[config.mk]
export PLATFORM = sky130hd
export DESIGN_NAME = syn_fifo_prog
export DESIGN_NICKNAME = d
export VERILOG_FILES = /design/src/rtl/syn_fifo_prog.sv
export SDC_FILE = /design/constraint.sdc
export NUM_CORES = 1
export LEC_CHECK = 0
export CORE_MARGIN = 2
export CORE_UTILIZATION = 50
export DETAILED_ROUTE_END_ITERATION = 6
export DONT_BUFFER_PORTS = 1
export MAX_ROUTING_LAYER = met4
export SYNTH_ARGS = -nofsm -noshare
export SYNTH_HDL_FRONTEND = slang
export SYNTH_SLANG_ARGS = --single-unit
[constraint.sdc]
create_clock -name clk_i -period 6.9 [get_ports clk_i]
set_clock_uncertainty 0.05 [all_clocks]
set_input_delay 1.38 -clock clk_i [delete_from_list [all_inputs] [get_ports clk_i]]
set_output_delay 1.38 -clock clk_i [all_outputs]
set_load 0.005 [all_outputs]
[src/rtl/syn_fifo_prog.sv]
// rtl/syn_fifo_prog.sv - synchronous FIFO with programmable almost-full/empty thresholds
// Standard or first-word-fall-through read; sticky overflow/underflow; synchronous flush.
module syn_fifo_prog #(
  parameter int FIFO_ENTRIES = 16,
  parameter int DATA_WIDTH   = 18,
  parameter bit FWFT         = 1'b0,
  parameter int AF_DEFAULT   = FIFO_ENTRIES - 2,
  parameter int AE_DEFAULT   = 2,
  localparam int CW          = $clog2(FIFO_ENTRIES) + 1
) (
  input  logic                  clk_i,
  input  logic                  rst_n_i,
  input  logic                  clr_i,
  input  logic                  wr_i,
  input  logic [DATA_WIDTH-1:0] data_in_i,
  input  logic                  rd_i,
  output logic [DATA_WIDTH-1:0] data_out_o,
  output logic                  valid_o,
  input  logic                  cfg_we_i,
  input  logic [CW-1:0]         cfg_af_i,
  input  logic [CW-1:0]         cfg_ae_i,
  output logic [CW-1:0]         count_o,
  output logic                  fifo_full_o,
  output logic                  fifo_empty_o,
  output logic                  half_full_o,
  output logic                  almost_full_o,
  output logic                  almost_empty_o,
  output logic                  overflow_o,
  output logic                  underflow_o
);

  localparam int AW = CW - 1;

  if ((FIFO_ENTRIES < 4) || ((FIFO_ENTRIES & (FIFO_ENTRIES - 1)) != 0)) begin : g_bad_depth
    $error("syn_fifo_prog: FIFO_ENTRIES must be a power of two and at least 4");
  end

  logic [DATA_WIDTH-1:0] mem [FIFO_ENTRIES];
  logic [CW-1:0]         wr_ptr, rd_ptr, count, af_q, ae_q;
  logic [DATA_WIDTH-1:0] dout_q;
  logic                  valid_q, ovf_q, unf_q;
  logic                  ptr_full, ptr_empty, wr_acc, rd_acc;

  // Extra pointer MSB distinguishes a full ring from an empty one.
  assign ptr_full  = (wr_ptr[AW] != rd_ptr[AW]) && (wr_ptr[AW-1:0] == rd_ptr[AW-1:0]);
  assign ptr_empty = (wr_ptr == rd_ptr);
  assign wr_acc    = wr_i && !ptr_full;
  assign rd_acc    = rd_i && !ptr_empty;

  always_ff @(posedge clk_i or negedge rst_n_i) begin
    if (!rst_n_i) begin
      wr_ptr  <= '0;
      rd_ptr  <= '0;
      count   <= '0;
      dout_q  <= '0;
      valid_q <= 1'b0;
      ovf_q   <= 1'b0;
      unf_q   <= 1'b0;
      af_q    <= CW'(AF_DEFAULT);
      ae_q    <= CW'(AE_DEFAULT);
    end else if (clr_i) begin
      wr_ptr  <= '0;
      rd_ptr  <= '0;
      count   <= '0;
      valid_q <= 1'b0;
      ovf_q   <= 1'b0;
      unf_q   <= 1'b0;
    end else begin
      if (cfg_we_i) begin
        af_q <= cfg_af_i;
        ae_q <= cfg_ae_i;
      end
      if (wr_acc) wr_ptr <= wr_ptr + 1'b1;
      if (rd_acc) begin
        rd_ptr <= rd_ptr + 1'b1;
        dout_q <= mem[rd_ptr[AW-1:0]];
      end
      if (wr_acc && !rd_acc) count <= count + 1'b1;
      else if (rd_acc && !wr_acc) count <= count - 1'b1;
      if (wr_i && ptr_full) ovf_q <= 1'b1;
      if (rd_i && ptr_empty) unf_q <= 1'b1;
      valid_q <= rd_acc;
    end
  end

  // Storage is deliberately not reset or flushed; only the pointers define contents.
  always_ff @(posedge clk_i) begin
    if (rst_n_i && !clr_i && wr_acc) mem[wr_ptr[AW-1:0]] <= data_in_i;
  end

  assign count_o        = count;
  assign fifo_full_o    = (count == CW'(FIFO_ENTRIES));
  assign fifo_empty_o   = (count == '0);
  assign half_full_o    = (count >= CW'(FIFO_ENTRIES / 2));
  assign almost_full_o  = (count >= af_q);
  assign almost_empty_o = (count <= ae_q);
  assign overflow_o     = ovf_q;
  assign underflow_o    = unf_q;

  assign data_out_o = FWFT ? (fifo_empty_o ? '0 : mem[rd_ptr[AW-1:0]]) : dout_q;
  assign valid_o    = FWFT ? !fifo_empty_o : valid_q;

endmodule

==> summary.md <==
| Metric | Value |
|---|---|
| Hold_ws | 459 ps |
| Final Slew Violations | 0 |
| Synth Area per Inst | 17.2 um2 |
| Hold path endpoint | af_q[3] |
| Row Count | 60 |
| Final worst path period share | 52.9% |
| Post-synth EDFFs | roughly 290 |
| Setup crit start kind | flip-flop |
| Chip width | ~170 um |
| Crit Path Max Fanout | 7 |
| GRT Residual Overflow | 0 |
| Final Hold Viols | 0 |
| Synth top area cells | edfxtp_1 64%, dfrtp_1 7.8%, mux2i_1 7.0% |
| Leakage Power | approximately 4.9 nW |
| Async SR Flop Fraction | 13.8% |
| Post-synth design cell area | between 10,000 and 15,000 um2 |
| RSZ-0062 raised after global routing | no |
| Area of the die | ~28,000 um2 |
| Clock tree sinks | roughly 330 |
| PD cells | roughly 320 nW/um2 |
| Setup repair bufs after CTS | 0 |
| Final WS setup | 3250 ps |
| Largest net degree at the start of global routing | 53 |
| PortBufs | 0 |
| Worst rel slew slack | around 18% |
| Cells after synthesis | slightly below 800 |
| Syn_nets | 838 |
| Reg-to-reg setup timing slack | 3420 ps |
| R2R cell count | 11 |
| Clock slew at reported path FFs | 50 ps |
| Worst path required time | between 5000 and 6000 ps |
| Seq/Total Area, Yosys | approximately 73% |
| Post_cts resized | 0 |
| # setup viols final | 0 |
| Fin crit period | 3650 ps |
| Max Fclk | 274 MHz |
| R2r endpoint | count_o[4] |
| DRT Pass-1 Iters | 5 |
| #FFs+latches synth | roughly 330 |
| Worst-Skew Late Latency | 500 ps |
| Initial antenna violation count | 0 |
| Synth top area share | 64.0% |
| Final ANT Viol Nets | 0 |
| Core area | 26,700 um2 |
| Worst EP arrival | around 2200 ps |
| Initial DRC count | 529 |
| Main flop type after synthesis | edfxtp_1 |
| Setup TNS | 0 ps |
| CTS tree | yes |
| CTS buffer count | 36 |
| Hold depth | 2 |
| Starting Density | between 50 and 60% |
| Share of layout cells above drive strength 1 | roughly 16% |
| Fillers | 2,023 |
| RR Startpoint | rd_ptr[1] |
| Gpl congestion | 0.853 |
| Crit path capture type | primary output |
| Drt via density | ~5.9 |
| Area grow syn2layout | 11.6% |
| H-tree Lvls | 2 |
| Hpwl dp | ~17,000 um |
| Global Route Usage Sum | 20.3% |
| Fin area | 15,100 um2 |
| Unique cell type count in the Yosys netlist | 45 |
| IO Count | 65 |
| Status | finished, final reports clean |
| Max VDD drop | 240 uV |
| HP Start | af_q[3] |
| Max-cap violations | 0 |
| Final net count | roughly 850 |
| Root Buffer | clkbuf_16 |
| Antenna cell count | 0 |
| First-pass GRT wire length | 41,600 um |
| DP Area | 13,900 um2 |
| Yosys top cell by area | edfxtp_1 |
| Vias in the first global route | 7,040 |
| Least-Margin Pin Slew | 1220 ps |
| Post-Place Setup Slack | 3330 ps |
| DRC viols | 0 |
| Crit Path Class | flip-flop to primary output |
| Warnings, synthesis | 0 |
| Worst Hold Class | flip-flop to flip-flop |
| CTS Hold Bufs | 0 |
| WL per Instance | 23.5 um |
| Routed WL | 27,300 um |
| Maximum clock path buffer count | 3 |
| Die H | roughly 170 um |
| Vias post-DR | just under 7,000 |
## cell usage in the layout (no fill, tap or decap), drive strengths merged, types with 2 or more instances in the layout
cell type / synthesis / final
edfxtp: 288 / 288
or3: 4 / 4
nand2: 16 / 16
a31oi: 20 / 20
nand4: 2 / 2
and2: 3 / 3
mux4: 36 / 36
nand3: 2 / 2
nand2b: 2 / 2
buf: 26 / 17
mux2: 3 / 3
o211ai: 4 / 4
inv: 11 / 14
dfstp: 4 / 4
nor2: 60 / 60
a22oi: 36 / 36
a21o: 6 / 6
o21a: 4 / 4
o21ai: 14 / 14
a21oi: 27 / 27
nor2b: 8 / 8
ha: 19 / 19
mux2i: 95 / 95
nor3: 4 / 4
or3b: 2 / 2
dfrtp: 42 / 42
clkbuf: 18 / 46
xnor2: 10 / 10
clkinv: 0 / 12
bufinv: 0 / 4
nor4: 5 / 5
xor2: 5 / 5
## final cells by class
type,count,area [um2],area share [%]
multi-input cells,395,3510,23.3
inverters,11,41.3,0.274
well taps,341,427,2.83
clock buffers,46,960,6.36
clock inverters,20,208,1.38
flip-flops and latches,334,9810,65.0
repair buffers,17,128,0.846
## kinds of logic (layout without fill, tap and decap cells)
logic type / count (synthesis) / count (layout) / synth area share, %
simple gates: 111 / 111 / 3.75
xor+xnor: 15 / 15 / 1.03
flops: 334 / 334 / 72.5
mux: 134 / 134 / 13.3
compound gates: 115 / 115 / 5.53
fa+ha+maj: 20 / 20 / 1.91
buf+inv: 55 / 94 / 1.98
## cells in the mapped netlist (2+ instances only)
library cell	n
xnor2_1	9
or3_1	4
nor3_1	4
nand2b_1	2
o21ai_0	13
buf_2	13
nor2_1	59
dfstp_2	4
a21o_1	6
mux4_2	36
a21oi_1	26
and2_1	3
mux2i_1	95
inv_1	11
a31oi_1	20
nor2b_1	8
ha_1	19
clkbuf_1	18
nand3_1	2
nand2_1	16
o21a_1	4
nand4_1	2
nor4_1	5
mux2_2	2
or3b_1	2
o211ai_1	4
buf_4	12
a22oi_1	36
xor2_1	5
edfxtp_1	288
dfrtp_1	42
## flip-flops by register name, summed over array words and instances (netlist names)
name	count
mem	288
data_out_o	18
ae_q	5
wr_ptr	5
overflow_o	1
count_o	5
valid_o	1
rd_ptr	5
af_q	5
underflow_o	1
## critical path, stage by stage (launching register included)
cell and delay, ps:
dfrtp_1 490, inv_1 120, ha_1 300, nand2b_1 140, a21o_1 170, a21o_1 160
a21o_1 170, a21o_1 180
## report_power, final
group          switching (mW)  internal (mW)
sequential             0.0984           2.28
clock                   0.737           1.14
combinational           0.334          0.305
## worst max-delay path by stage
| stage | startpoint | to | slack, ps | depth (start not counted) |
|---|---|---|---|---|
| 2_1_floorplan | wr_i | mem[0][0] | 2660 | 4 |
| 3_3_place_gp | wr_i | mem[5][13] | 3390 | 4 |
| 3_5_place_dp | wr_i | mem[5][12] | 3330 | 4 |
| 4_1_cts | count_o[0] | almost_full_o | 3200 | 7 |
| 5_1_grt | count_o[0] | almost_full_o | 3130 | 7 |
| 6_report | count_o[0] | almost_full_o | 3250 | 7 |
## layer usage
metal  global-route usage, %  part of all wire (%)
met4                    6.00                   2.4
met3                    3.83                   6.3
met5                       -                     0
met1                    27.6                    44
met2                    31.7                    48
## metrics by stage
step / std cells / power [mW] / util, %
2_1_floorplan: 784 / 2.93 / -
3_3_place_gp: 1098 / 3.05 / 52.1
3_5_place_dp: 1098 / 3.06 / 52.1
4_1_cts: 1164 / 4.95 / 56.4
5_1_grt: 1164 / 5.10 / 56.4
6_report: 1164 / 4.89 / 56.4
No activity file was read; power rests on OpenSTA's default activity.
